[src/rtl/eco32_irq_ctrl.sv]
// Wishbone-B3 interrupt controller for the eco32f: per-source level/edge mode,
// pending latch with write-1-to-clear, mask, and a lowest-index vector register.
module eco32_irq_ctrl #(
   parameter int NUM_IRQ = 16
) (
   input  logic        wb_clk_i,
   input  logic        wb_rst_i,
   input  logic [31:0] wb_adr_i,
   input  logic [31:0] wb_dat_i,
   input  logic [3:0]  wb_sel_i,
   input  logic        wb_we_i,
   input  logic        wb_cyc_i,
   input  logic        wb_stb_i,
   input  logic [2:0]  wb_cti_i,
   input  logic [1:0]  wb_bte_i,
   output logic [31:0] wb_dat_o,
   output logic        wb_ack_o,
   output logic        wb_err_o,
   output logic        wb_rty_o,
   input  logic [15:0] irq_src_i,
   output logic [15:0] irq_o
);

   localparam logic [15:0] VM = 16'((32'd1 << NUM_IRQ) - 32'd1);

   logic [15:0] raw_q, raw_qq, lat, mask_q, edge_q;
   logic [15:0] rise, pend, act, w1c, lat_nxt;
   logic [3:0]  vec_idx;
   logic [2:0]  sel;
   logic        req, mapped, wr;
   logic [31:0] rd_data;
   logic        unused_ok;

   assign unused_ok = ^{wb_sel_i, wb_cti_i, wb_bte_i, wb_adr_i[31:5], wb_adr_i[1:0]};
   assign wb_rty_o  = 1'b0;

   assign sel    = wb_adr_i[4:2];
   assign req    = wb_cyc_i & wb_stb_i & ~wb_ack_o & ~wb_err_o;
   assign mapped = (sel <= 3'd4);
   assign wr     = req & wb_we_i & mapped;

   assign rise = raw_q & ~raw_qq;
   assign pend = (edge_q & lat) | (~edge_q & raw_q);
   assign act  = pend & mask_q;
   assign w1c  = (wr && sel == 3'd1) ? (wb_dat_i[15:0] & VM) : 16'h0;
   // A rise in the same cycle as a W1C wins so no edge is ever lost.
   assign lat_nxt = edge_q & (rise | (lat & ~w1c));

   always_comb begin
      vec_idx = 4'd0;
      for (int i = 15; i >= 0; i--)
         if (act[i]) vec_idx = 4'(i);
   end

   always_comb begin
      rd_data = 32'h0;
      case (sel)
         3'd0: rd_data = {16'h0, raw_q};
         3'd1: rd_data = {16'h0, pend};
         3'd2: rd_data = {16'h0, mask_q};
         3'd3: rd_data = {16'h0, edge_q};
         3'd4: rd_data = {|act, 27'h0, vec_idx};
         default: rd_data = 32'h0;
      endcase
   end

   always_ff @(posedge wb_clk_i or posedge wb_rst_i) begin
      if (wb_rst_i) begin
         raw_q  <= '0;
         raw_qq <= '0;
         lat    <= '0;
         mask_q <= '0;
         edge_q <= '0;
         irq_o  <= '0;
      end else begin
         raw_q  <= irq_src_i & VM;
         raw_qq <= raw_q;
         lat    <= lat_nxt;
         irq_o  <= act;
         if (wr && sel == 3'd2) mask_q <= wb_dat_i[15:0] & VM;
         if (wr && sel == 3'd3) edge_q <= wb_dat_i[15:0] & VM;
      end
   end

   // One wait state: the handshake flops also gate the next request.
   always_ff @(posedge wb_clk_i or posedge wb_rst_i) begin
      if (wb_rst_i) begin
         wb_ack_o <= 1'b0;
         wb_err_o <= 1'b0;
         wb_dat_o <= 32'h0;
      end else begin
         wb_ack_o <= req & mapped;
         wb_err_o <= req & ~mapped;
         if (req) wb_dat_o <= mapped ? rd_data : 32'h0;
      end
   end

endmodule

[config.mk]
export PLATFORM = sky130hd
export DESIGN_NAME = eco32_irq_ctrl
export DESIGN_NICKNAME = d
export VERILOG_FILES = /design/src/rtl/eco32_irq_ctrl.sv
export SDC_FILE = /design/constraint.sdc
export NUM_CORES = 1
export LEC_CHECK = 0
export ABC_CLOCK_PERIOD_IN_PS = 5300
export CAP_MARGIN = 25
export CORE_UTILIZATION = 45
export CTS_BUF_LIST = sky130_fd_sc_hd__clkbuf_4 sky130_fd_sc_hd__clkbuf_8
export CTS_CLUSTER_DIAMETER = 200
export DETAILED_ROUTE_END_ITERATION = 10
export GPL_TIMING_DRIVEN = 0
export PLACE_DENSITY = 0.8
export SLEW_MARGIN = 40
export SYNTH_ARGS = -nofsm -noshare
export SYNTH_HDL_FRONTEND = slang
export SYNTH_SLANG_ARGS = --single-unit
[constraint.sdc]
create_clock -name wb_clk_i -period 5.3 [get_ports wb_clk_i]
set_clock_uncertainty 0.2 [all_clocks]
set_input_delay 0.53 -clock wb_clk_i [delete_from_list [all_inputs] [get_ports wb_clk_i]]
set_output_delay 0.53 -clock wb_clk_i [all_outputs]
set_load 0.05 [all_outputs]
# Word level (Yosys, flattened, before mapping)
# Cells that the tools add are included.
# totals
word_cells	59
memories	0
latchBits	0
input_bits	94
mem_bits_ro	0
mem_bits_rw	0
reg_bits	130
# classes
n_addsub	0
n_bitwise	21
n_mul	0
order_cmp	1
div_mod_pow	0
shifts	0
n_eq_ne	4
n_reduce_logical	5
n_mux	19
# ops
cell	n
one-hot mux 32 bit (5 select lines)	1
bitwise AND 16 bit	6
two-way mux 4 bit	16
inverter 16 bit	3
two-way mux 32 bit	1
bitwise OR 16 bit	2
two-way mux 16 bit	1
OR reduction 16 bit	1
bitwise AND 1 bit	7
equality test 3 x 2 -> 1 bit, second input constant	2
equality test 3 x 1 -> 1 bit, second input constant	1
equality test 3 bit, second input constant	1
less-or-equal comparator 3 bit, second input constant	1
logical AND 1 bit	3
zero test 3 bit	1
inverter 1 bit	3

# Logic depth before layout (Yosys ltp)
# Gate-level depths: netlist (run 1).
# depth
word_depth	22
mapped_depth	8
depth_no_buf	6

# Least setup slack after synthesis (run 1)
# No wires, ideal clock.
# synth_timing
path_type	flip-flop to flip-flop
start	register wb_err_o
end	register edge_q[10]
setup_slack_ps	3077
synth_period_minus_slack_ps	2223
required_time_ps	4975
stages_incl_launch_ff	7
setup_ps	125
arrival_ps	1899
cell_sequence	dfrtp_1 > nand4bb_1 > clkbuf_1 > nor2_1 > nand3_1 > buf_2 > mux2_2
# synth_between
elab_chain_len	5
# synth_lines
element	line_no	rtl
from (decl)	18	output logic wb_err_o,
from (signal assigned)	93	wb_err_o <= req & ~mapped;
inverter 1 bit	38	assign req = wb_cyc_i & wb_stb_i & ~wb_ack_o & ~wb_err_o;
bitwise AND 1 bit	38	
bitwise AND 1 bit (2 in a row)	40	assign wr = req & wb_we_i & mapped;
logical AND 1 bit	81	if (wr && sel == 3'd3) edge_q <= wb_dat_i[15:0] & VM;
to (signal assigned)	81	
to (decl)	26	logic [15:0] raw_q, raw_qq, lat, mask_q, edge_q;
# No other way between the ends.
# A chain may end at the register's enable or synchronous reset.

# Final worst setup path (run 1)
# layout_timing
start	input wb_adr_i[3]
end	register wb_dat_o[3]
# layout_between
elab_chain_len	3
# layout_lines
element	line_no	rtl
from (decl)	8	input logic [31:0] wb_adr_i,
equality test 3 bit (tied with other cells)	57	case (sel)
one-hot mux 32 bit (5 select lines)	57	
two-way mux 32 bit *	94	if (req) wb_dat_o <= mapped ? rd_data : 32'h0;
to (signal assigned)	94	
to (decl)	16	output logic [31:0] wb_dat_o,
# Every way passes the cells marked *; elsewhere a longest branch is shown, timed or not.

==> summary.md, run 1 <==
| Metric | Value |
|---|---|
| Max-slew violation count | `0` |
| Syn Area/Cell | `11.6 µm²` |
| Leakage power | `2.87 nW` |
| Largest net degree at the start of global routing | `67` |
| Slew headroom | `56.4%` |
| R2R Setup Slk | `2.90 ns` |
| Peak supply drop | `0.212 mV` |
| Proportion of netlist area held by the largest area contributor | `58.7%` |
| CP Launch Type | `primary input` |
| Detailed Place HPWL | `8210 µm` |
| Gr ovfl total | `0` |
| Final setup fails | `0` |
| Total Die Area | `11300 µm²` |
| Max_cap viols | `0` |
| Outcome | `finished clean` |
| Sequential fraction of the synthesis area | `58.7%` |
| Peak Freq | `352 MHz` |
| Netlist cell types | `42` |
| Row cnt | `37` |
| Hold buffers post-CTS | `0` |
| PwrDens | `389 nW/µm²` |
| Hold Crit Start | `raw_q[8]` |
| Synth Warn # | `0` |
| Vias | `3698` |
| WP data arrival | `2.96 ns` |
| First drt pass iteration count | `5` |
| Cells after synthesis | `424` |
| Hold Fails Final Rpt | `0` |
| Hold Path Class | `flop to flop` |
| Post-synthesis cell area | `4900 µm²` |
| ANT nets after route | `0` |
| Initial core utilization | `46.8%` |
| Register Area | `2880 µm²` |
| Routed len/inst | `17.6 µm` |
| #FFs+latches synth | `115` |
| Hold Worst Slack | `0.220 ns` |
| Hold path endpoint | `raw_qq[8]` |
| Post-synth EDFFs | `0` |
| Root Driver | `clkbuf_8` |
| R2R Path Start | `wb_err_o` |
| Clock buffer depth | `2` |
| Crit. End Element | `flop` |
| Synth Flop Type | `dfrtp_1` |
| DRT Wirelength | `12000 µm` |
| Share of cells above drive strength 1 | `18.8%` |
| TNS Setup | `0 ns` |
| Post-CTS sizing | `0` |
| Crit Reg-Reg Endpoint | `lat[8]` |
| Post-synth top area cell | `dfrtp_1` |
| FILL cells | `842` |
| Gr usage total | `22.6%` |
| Clk_lat worst skew | `0.44 ns` |
| Vias in the first global route | `3782` |
| Worst hold path depth | `0` |
| Num CTS Buffers | `17` |
| Ant. Diodes | `0` |
| First-pass GRT wire length | `19000 µm` |
| H-tree depth | `4` |
| Initial DRC Count | `259` |
| DRC | `0` |
| CTS tree | `yes` |
| Async S/R FF share, synth | `100%` |
| Post-Layout Inst Area | `6330 µm²` |
| R2r worst-path depth | `7` |
| I/O Buffers | `73` |
| Tightest Pin Transition | `0.655 ns` |
| Post-CTS setup buffer count | `0` |
| Chip width | `106 µm` |
| GP Congestion | `0.832` |
| Final Critical Period | `2.84 ns` |
| Total design power | `2.46 mW` |
| Crit path launch | `wb_adr_i[3]` |
| CTS sink cnt | `115` |
| Multi-input logic area | `1850 µm²` |
| Placed instance area | `5890 µm²` |
| Via density | `5.44` |
| Area of the core | `10500 µm²` |
| CP Class | `primary input to flop` |
| WP data required | `5.42 ns` |
| CTS clk-pin slew, worst paths | `0.07 ns` |
| Unrepaired setup endpoints after global routing | `false` |
| Final critical-path share of the clock period | `53.5%` |
| Initial antenna violation count | `0` |
| Top cells by area, synth | `dfrtp_1, mux2_2, nor2b_1, nand2_1, buf_4` |
| Worst-path fanout max | `10` |
| Layout Nets | `626` |
| Area Growth Syn to Fin | `29.2%` |
| I/O pins | `145` |
| Die H | `106 µm` |
power breakdown:
part | internal, mW | switching [mW] | total, mW
sequential | 0.978 | 0.0837 | 1.06
combinational | 0.219 | 0.299 | 0.519
clock | 0.535 | 0.349 | 0.884
total | 1.73 | 0.732 | 2.46
stage by stage:
step / utilization [%] / std cells / setup WS (ns)
floorplan: - / 439 / 1.53
detailed placement: 56.3 / 649 / 2.12
CTS: 60.4 / 680 / 2.57
global route: 60.5 / 680 / 2.39
global placement: 56.0 / 648 / 0.0680
finish: 60.5 / 680 / 2.46
cell usage after synthesis (2+ instances only):
library cell,n
nand2b_1,3
a2bb2oi_1,2
buf_2,4
a32oi_1,7
nor4_2,2
mux2_2,42
clkbuf_1,10
o21ai_0,13
and2_1,4
a311oi_1,2
nor2_1,21
o31ai_1,2
mux2i_1,5
o211ai_1,7
a211oi_1,2
nand3_1,11
a22oi_1,4
a21oi_1,18
a221oi_1,2
nand2_1,50
inv_1,15
nor2b_1,37
a22o_1,13
buf_4,16
dfrtp_1,115
worst max path at each step:
stage / end / depth (start not counted) / slack (ns)
floorplan: edge_q[0] / 1 / 1.53
global placement: raw_q[11] / 2 / 0.07
detailed placement: lat[8] / 8 / 2.12
CTS: lat[8] / 8 / 2.57
global route: wb_dat_o[2] / 8 / 2.39
finish: wb_dat_o[3] / 8 / 2.46
critical path: stages:
cell and delay, ns:
clkdlybuf4s50_1 0.63, clkbuf_1 0.47, inv_1 0.32, clkbuf_1 0.38, nand3_1 0.23, o211ai_1 0.13
a22oi_1 0.18, o31ai_1 0.10
sequential cells by signal (all words and copies together) (netlist names):
name	flops
mask_q	16
wb_ack_o	1
irq_o	16
raw_qq	16
lat	16
wb_dat_o	17
raw_q	16
edge_q	16
wb_err_o	1
final cells by class:
| class | count | share of cell area [%] |
|---|---|---|
| Sequential cell | 115 | 45.5 |
| Multi-Input combinational cell | 278 | 29.2 |
| Timing Repair Buffer | 74 | 12.0 |
| Clock buffer | 20 | 4.25 |
| Buffer | 31 | 2.87 |
| Tap cell | 136 | 2.69 |
| Clock inverter | 11 | 2.51 |
| Inverter | 15 | 1.01 |
layout by cell type (no fill, tap or decap), types with 2 or more instances in the layout:
master             n
a211oi_1           2
a21oi_1           18
a221oi_1           2
a22o_1            13
a22oi_1            4
a2bb2oi_1          2
a311oi_1           2
a32oi_1            7
and2_1             4
buf_2              4
buf_4             16
bufinv_16          4
clkbuf_1          10
clkbuf_8          19
clkdlybuf4s50_1   73
clkinv_2           6
conb_1            16
dfrtp_1          115
inv_1             14
mux2_2            42
mux2i_1            5
nand2_1           50
nand2b_1           3
nand3_1           11
nor2_1            21
nor2b_1           37
o211ai_1           7
o21ai_0           13
o31ai_1            2
per-layer routing:
layer / share of wire [%] / GRT usage (%) / routed length, µm
met1: 40 / 27.8 / 4720
met2: 50 / 37.2 / 5970
met5: 0 / 0 / 0
met4: 3.0 / 10.7 / 356
met3: 7.5 / 5.76 / 902
cells by family after synthesis:
logic type,Yosys count,share of synthesized area [%]
buf+inv,46,4.85
other cells,1,0.0765
mux,48,11.0
compound gates,79,11.5
simple gates,135,13.9
flops,115,58.7
Power figures use the tool's default switching activity.
==> run 2, diff against run 1 <==
--- a/config.mk
+++ b/config.mk
@@ -5,7 +5,7 @@
 export SDC_FILE = /design/constraint.sdc
 export NUM_CORES = 1
 export LEC_CHECK = 0
-export ABC_CLOCK_PERIOD_IN_PS = 5300
+export ABC_CLOCK_PERIOD_IN_PS = 2800
 export CAP_MARGIN = 25
 export CORE_UTILIZATION = 45
 export CTS_BUF_LIST = sky130_fd_sc_hd__clkbuf_4 sky130_fd_sc_hd__clkbuf_8
==> constraint.sdc (replaced) <==
create_clock -name wb_clk_i -period 2.8 [get_ports wb_clk_i]
set_clock_uncertainty 0.2 [all_clocks]
set_input_delay 0.28 -clock wb_clk_i [delete_from_list [all_inputs] [get_ports wb_clk_i]]
set_output_delay 0.28 -clock wb_clk_i [all_outputs]
set_load 0.05 [all_outputs]
==> summary.md, run 2 (synthesized netlist as in run 1, its figures left out) <==
| Metric | Value |
|---|---|
| Worst-path fanout max | `10` |
| Unrepaired setup endpoints after global routing | `false` |
| CTS tree | `yes` |
| Critical path cell sequence | `nand4bb_1 > clkbuf_1 > nor4_2 > buf_2 > nand2_1 > a21oi_1 > nor2b_1` |
| Final Core Density | `61.4%` |
| Hold buffers post-CTS | `0` |
| Row cnt | `37` |
| Max_cap viols | `0` |
| Via density | `5.42` |
| First drt pass iteration count | `5` |
| Max-slew violation count | `0` |
| PwrDens | `754 nW/µm²` |
| GP Congestion | `0.840` |
| First-pass GRT wire length | `18900 µm` |
| WP data arrival | `2.74 ns` |
| WP data required | `2.93 ns` |
| Peak supply drop | `0.559 mV` |
| Gr ovfl total | `0` |
| Chip width | `106 µm` |
| Net Sw Power | `1.38 mW` |
| Total Die Area | `11300 µm²` |
| Max reg flops | `17` |
| Clock buffer depth | `2` |
| Placed Cells | `652` |
| DR top layer | `met4` |
| Non-filler instance count after layout | `684` |
| Comb power frac | `20.4%` |
| DRT Wirelength | `11900 µm` |
| CP Class | `flop to flop` |
| Met3 wire len | `775 µm` |
| Tightest Pin Transition | `0.860 ns` |
| Crit Reg-Reg Endpoint | `lat[5]` |
| Ant. Diodes | `0` |
| Switching share of power | `28.6%` |
| Slowest Stage Delay on Critical Path | `0.74 ns` |
| Area of the core | `10500 µm²` |
| Post-CTS setup buffer count | `0` |
| Buf/Inv on CP | `2` |
| Most frequent cells in the layout | `dfrtp_1, clkdlybuf4s50_1, nand2_1, mux2_2, nor2b_1` |
| Commonest non-fill, non-tap cell in the layout | `dfrtp_1` |
| Clk_lat worst skew | `0.44 ns` |
| CP top delay family | `simple AND/OR/NAND/NOR gates` |
| Largest net degree at the start of global routing | `28` |
| Post-CTS sizing | `0` |
| I/O pins | `145` |
| Vias in the first global route | `3755` |
| R2R Setup Slk | `0.19 ns` |
| Outcome | `finished clean` |
| Most flop-heavy register | `wb_dat_o` |
| H-tree depth | `4` |
| Share of cells above drive strength 1 | `19.3%` |
| R2r worst-path depth | `7` |
| R2R Path Start | `wb_err_o` |
| TNS Setup | `0 ns` |
| Crit. End Element | `flop` |
| Layout Nets | `629` |
| I/O Buffers | `73` |
| Final critical-path share of the clock period | `93.3%` |
| Clock power frac | `38.1%` |
| ANT nets after route | `0` |
| Root Driver | `clkbuf_8` |
| Routed len/inst | `17.4 µm` |
| Leakage power | `2.90 nW` |
| P_int | `3.46 mW` |
| Initial antenna violation count | `0` |
| Hold Path Class | `primary input to async pin` |
| Met1 WL | `4790 µm` |
| Initial DRC Count | `278` |
| Final Critical Period | `2.61 ns` |
| Final setup fails | `0` |
| Slowest library cell on the worst path | `nor4_2` |
| Area Growth Syn to Fin | `31.0%` |
| Vias | `3704` |
| Sequential share of power | `41.6%` |
| Hold Worst Slack | `0.0225 ns` |
| CP Launch Type | `flop` |
| CTS clk-pin slew, worst paths | `0.07 ns` |
| Num CTS Buffers | `17` |
| Peak Freq | `383 MHz` |
| Die H | `106 µm` |
| Detailed Place HPWL | `8400 µm` |
| Initial core utilization | `46.8%` |
| Gr usage total | `22.5%` |
| CTS sink cnt | `115` |
| Routed length on met2 | `5980 µm` |
| Slew headroom | `42.2%` |
| Hold Fails Final Rpt | `0` |
| DRC | `0` |
| FILL cells | `805` |
-- run 2: metrics by stage --
stage	setup slack, ns	total power, mW	instance area, µm²
after floorplan	0.577	2.67	4960
after CTS	0.246	4.85	6420
final	0.188	4.84	6420
after global routing	0.0859	5.02	6420
after global placement	-0.0801	2.96	5860
after detailed placement	-0.128	3.02	5950
-- run 2: cell type report --
| type | count | area, µm² | share of cell area [%] |
|---|---|---|---|
| plain buffers | 31 | 181 | 2.83 |
| clock buffers | 21 | 264 | 4.11 |
| clock inverters | 11 | 208 | 3.24 |
| inverters | 15 | 60.1 | 0.935 |
| multi-input cells | 278 | 1840 | 28.7 |
| flip-flops and latches | 115 | 2880 | 44.8 |
| well taps | 136 | 170 | 2.65 |
| repair buffers | 77 | 818 | 12.7 |
-- run 2: worst reg2reg max path: stages (launching register included) --
cell,delay (ns)
dfrtp_1,0.38
nand4bb_1,0.20
clkbuf_1,0.19
nor4_2,0.74
buf_2,0.42
nand2_1,0.12
a21oi_1,0.18
nor2b_1,0.07
-- run 2: power by group through the flow --
stage          Combinational [mW]  Clock (mW)  Sequential, mW
2_1_floorplan               0.476           0            2.20
3_3_place_gp                0.944           0            2.02
3_5_place_dp                0.981           0            2.03
4_1_cts                     0.984        1.86            2.01
5_1_grt                      1.05        1.94            2.03
6_report                    0.985        1.84            2.01
-- run 2: worst max path at each step --
stage	start	endpoint	slack, ns	depth (start not counted)
after floorplan	wb_err_o	edge_q[10]	0.58	6
after global placement	wb_rst_i	raw_q[2]	-0.08	2
after detailed placement	wb_adr_i[3]	wb_dat_o[2]	-0.13	8
after CTS	wb_err_o	lat[5]	0.25	7
after global routing	wb_err_o	lat[8]	0.09	7
final	wb_err_o	lat[5]	0.19	7
-- run 2: layer usage --
layer  vias to the layer above  track usage [%]
li1                       1673                -
met1                      1813             26.9
met2                       181             36.8
met3                        37             6.44
met4                         0             11.7
met5                         -                0
==> run 3, diff against run 2 <==
--- a/config.mk
+++ b/config.mk
@@ -5,13 +5,13 @@
 export SDC_FILE = /design/constraint.sdc
 export NUM_CORES = 1
 export LEC_CHECK = 0
-export ABC_CLOCK_PERIOD_IN_PS = 2800
+export ABC_CLOCK_PERIOD_IN_PS = 3100
 export CAP_MARGIN = 25
 export CORE_UTILIZATION = 45
 export CTS_BUF_LIST = sky130_fd_sc_hd__clkbuf_4 sky130_fd_sc_hd__clkbuf_8
 export CTS_CLUSTER_DIAMETER = 200
+export CTS_CLUSTER_SIZE = 12
 export DETAILED_ROUTE_END_ITERATION = 10
-export GPL_TIMING_DRIVEN = 0
 export PLACE_DENSITY = 0.8
 export SLEW_MARGIN = 40
 export SYNTH_ARGS = -nofsm -noshare
==> constraint.sdc (replaced) <==
create_clock -name wb_clk_i -period 3.1 [get_ports wb_clk_i]
set_clock_uncertainty 0.2 [all_clocks]
set_input_delay 0.31 -clock wb_clk_i [delete_from_list [all_inputs] [get_ports wb_clk_i]]
set_output_delay 0.31 -clock wb_clk_i [all_outputs]
set_load 0.05 [all_outputs]
==> summary.md, run 3 (synthesized netlist as in run 1, its figures left out) <==
| Metric | Value |
|---|---|
| Final setup fails | `0` |
| Largest net degree at the start of global routing | `116` |
| Hold Crit Start | `irq_src_i[15]` |
| Final Critical Period | `2.15 ns` |
| Unrepaired setup endpoints after global routing | `false` |
| Multi-input logic area | `1840 µm²` |
| Vias | `3529` |
| I/O pins | `145` |
| Placed Cells | `631` |
| Detailed Place HPWL | `7550 µm` |
| Max_cap viols | `0` |
| CP Class | `primary input to flop` |
| Worst hold path depth | `1` |
| WP data required | `3.23 ns` |
| Place WS | `0.558 ns` |
| Worst setup margin | `0.946 ns` |
| PwrDens | `640 nW/µm²` |
| Chip width | `106 µm` |
| GP Congestion | `0.822` |
| Slew headroom | `58.7%` |
| Placed instance area | `5800 µm²` |
| Die H | `106 µm` |
| Hold Fails Final Rpt | `0` |
| Initial DRC Count | `185` |
| Gr usage total | `21.2%` |
| Register Area | `2880 µm²` |
| Peak supply drop | `0.285 mV` |
| Ant. Diodes | `0` |
| Final critical-path share of the clock period | `69.5%` |
| Root Driver | `clkbuf_8` |
| Commonest non-fill, non-tap cell in the layout | `dfrtp_1` |
| Via density | `5.34` |
| Post-CTS sizing | `0` |
| CTS sink cnt | `115` |
| Share of cells above drive strength 1 | `17.7%` |
| CTS clk-pin slew, worst paths | `0.06 ns` |
| Vias in the first global route | `3557` |
| Crit. End Element | `flop` |
| Layout Nets | `608` |
| Routed len/inst | `16.7 µm` |
| Peak Freq | `464 MHz` |
| Post-Layout Inst Area | `6160 µm²` |
| I/O Buffers | `74` |
| H-tree depth | `4` |
| Initial core utilization | `46.8%` |
| DRC | `0` |
| Worst-path fanout max | `5` |
| Clk_lat worst skew | `0.42 ns` |
| Hold buffers post-CTS | `0` |
| CP Launch Type | `primary input` |
| R2R Path Start | `edge_q[13]` |
| DRT Wirelength | `11100 µm` |
| FILL cells | `836` |
| R2R Setup Slk | `0.98 ns` |
| Post-CTS setup buffer count | `0` |
| Area Growth Syn to Fin | `25.7%` |
| Gr ovfl total | `0` |
| Area of the core | `10500 µm²` |
| CTS tree | `yes` |
| Outcome | `finished clean` |
| First drt pass iteration count | `4` |
| Most frequent cells in the layout | `dfrtp_1, clkdlybuf4s50_1, nand2_1, mux2_2, nor2b_1` |
| Max reg flops | `17` |
| ANT nets after route | `0` |
| Most flop-heavy register | `wb_dat_o` |
| Clock buffer depth | `2` |
| R2r worst-path depth | `5` |
| Num CTS Buffers | `17` |
| Total Die Area | `11300 µm²` |
| Hold path endpoint | `raw_q[15]` |
| Crit Reg-Reg Endpoint | `wb_dat_o[31]` |
| TNS Setup | `0 ns` |
| Hold Path Class | `primary input to flop` |
| Max-slew violation count | `0` |
| Leakage power | `2.77 nW` |
| Non-filler instance count after layout | `661` |
| Row cnt | `37` |
| First-pass GRT wire length | `17900 µm` |
| WP data arrival | `2.28 ns` |
| Tightest Pin Transition | `0.618 ns` |
| Initial antenna violation count | `0` |
run 3: changes by cell type in the layout (fill, tap and decap cells not counted), sizes merged:
cell / delta
clkinv: +1
buf: -12
clkbuf: -7
clkinvlp: -1
clkdlybuf4s50: +1
bufinv: -5
run 3: cell type report:
type                    count  share of cell area [%]
flip-flops and latches    115                    46.7
multi-input cells         278                    29.9
repair buffers             87                    13.8
clock buffers              24                    4.96
well taps                 136                    2.76
inverters                  15                   0.975
clock inverters             6                   0.894
run 3: how the worst max path moves through the flow:
stage             endpoint  slack [ns]        start  cells past startpoint
3_5_place_dp   wb_dat_o[3]        0.56  wb_adr_i[4]                      6
6_report       wb_dat_o[3]        0.95  wb_adr_i[4]                      6
3_3_place_gp     mask_q[9]        0.61  wb_adr_i[2]                      7
2_1_floorplan   edge_q[10]        0.88     wb_err_o                      6
4_1_cts        wb_dat_o[3]        0.94  wb_dat_o[3]                      1
5_1_grt        wb_dat_o[3]        0.82  wb_adr_i[4]                      6
run 3: routing by layer:
layer  track usage, %  vias to the layer above  wire [µm]
met4             8.73                        0        283
met3             6.50                       25        652
met5                0                        -          0
met2             34.8                      131       5570
li1                 -                     1634          -
met1             26.0                     1739       4550
run 3: report_power, final:
| group | internal [mW] | leakage [nW] | total [mW] | switching (mW) |
|---|---|---|---|---|
| clock network | 0.717 | 0.196 | 1.27 | 0.552 |
| registers | 1.67 | 1.48 | 1.81 | 0.139 |
| logic | 0.365 | 1.10 | 0.861 | 0.495 |
run 3: metrics by stage:
step	hold WS [ns]	total power [mW]	utilization, %
floorplan	0.141	2.42	-
global placement	0.207	2.67	55.4
detailed placement	0.201	2.70	55.4
CTS	0.103	3.97	58.9
global route	0.0955	4.13	58.9
finish	0.124	3.94	58.9
run 3: critical path, cell delays in order:
cell and delay [ns]:
clkdlybuf4s50_1 0.57, or3b_2 0.51, a211oi_1 0.38, and2_1 0.24, nand2b_1 0.09, o31ai_1 0.19
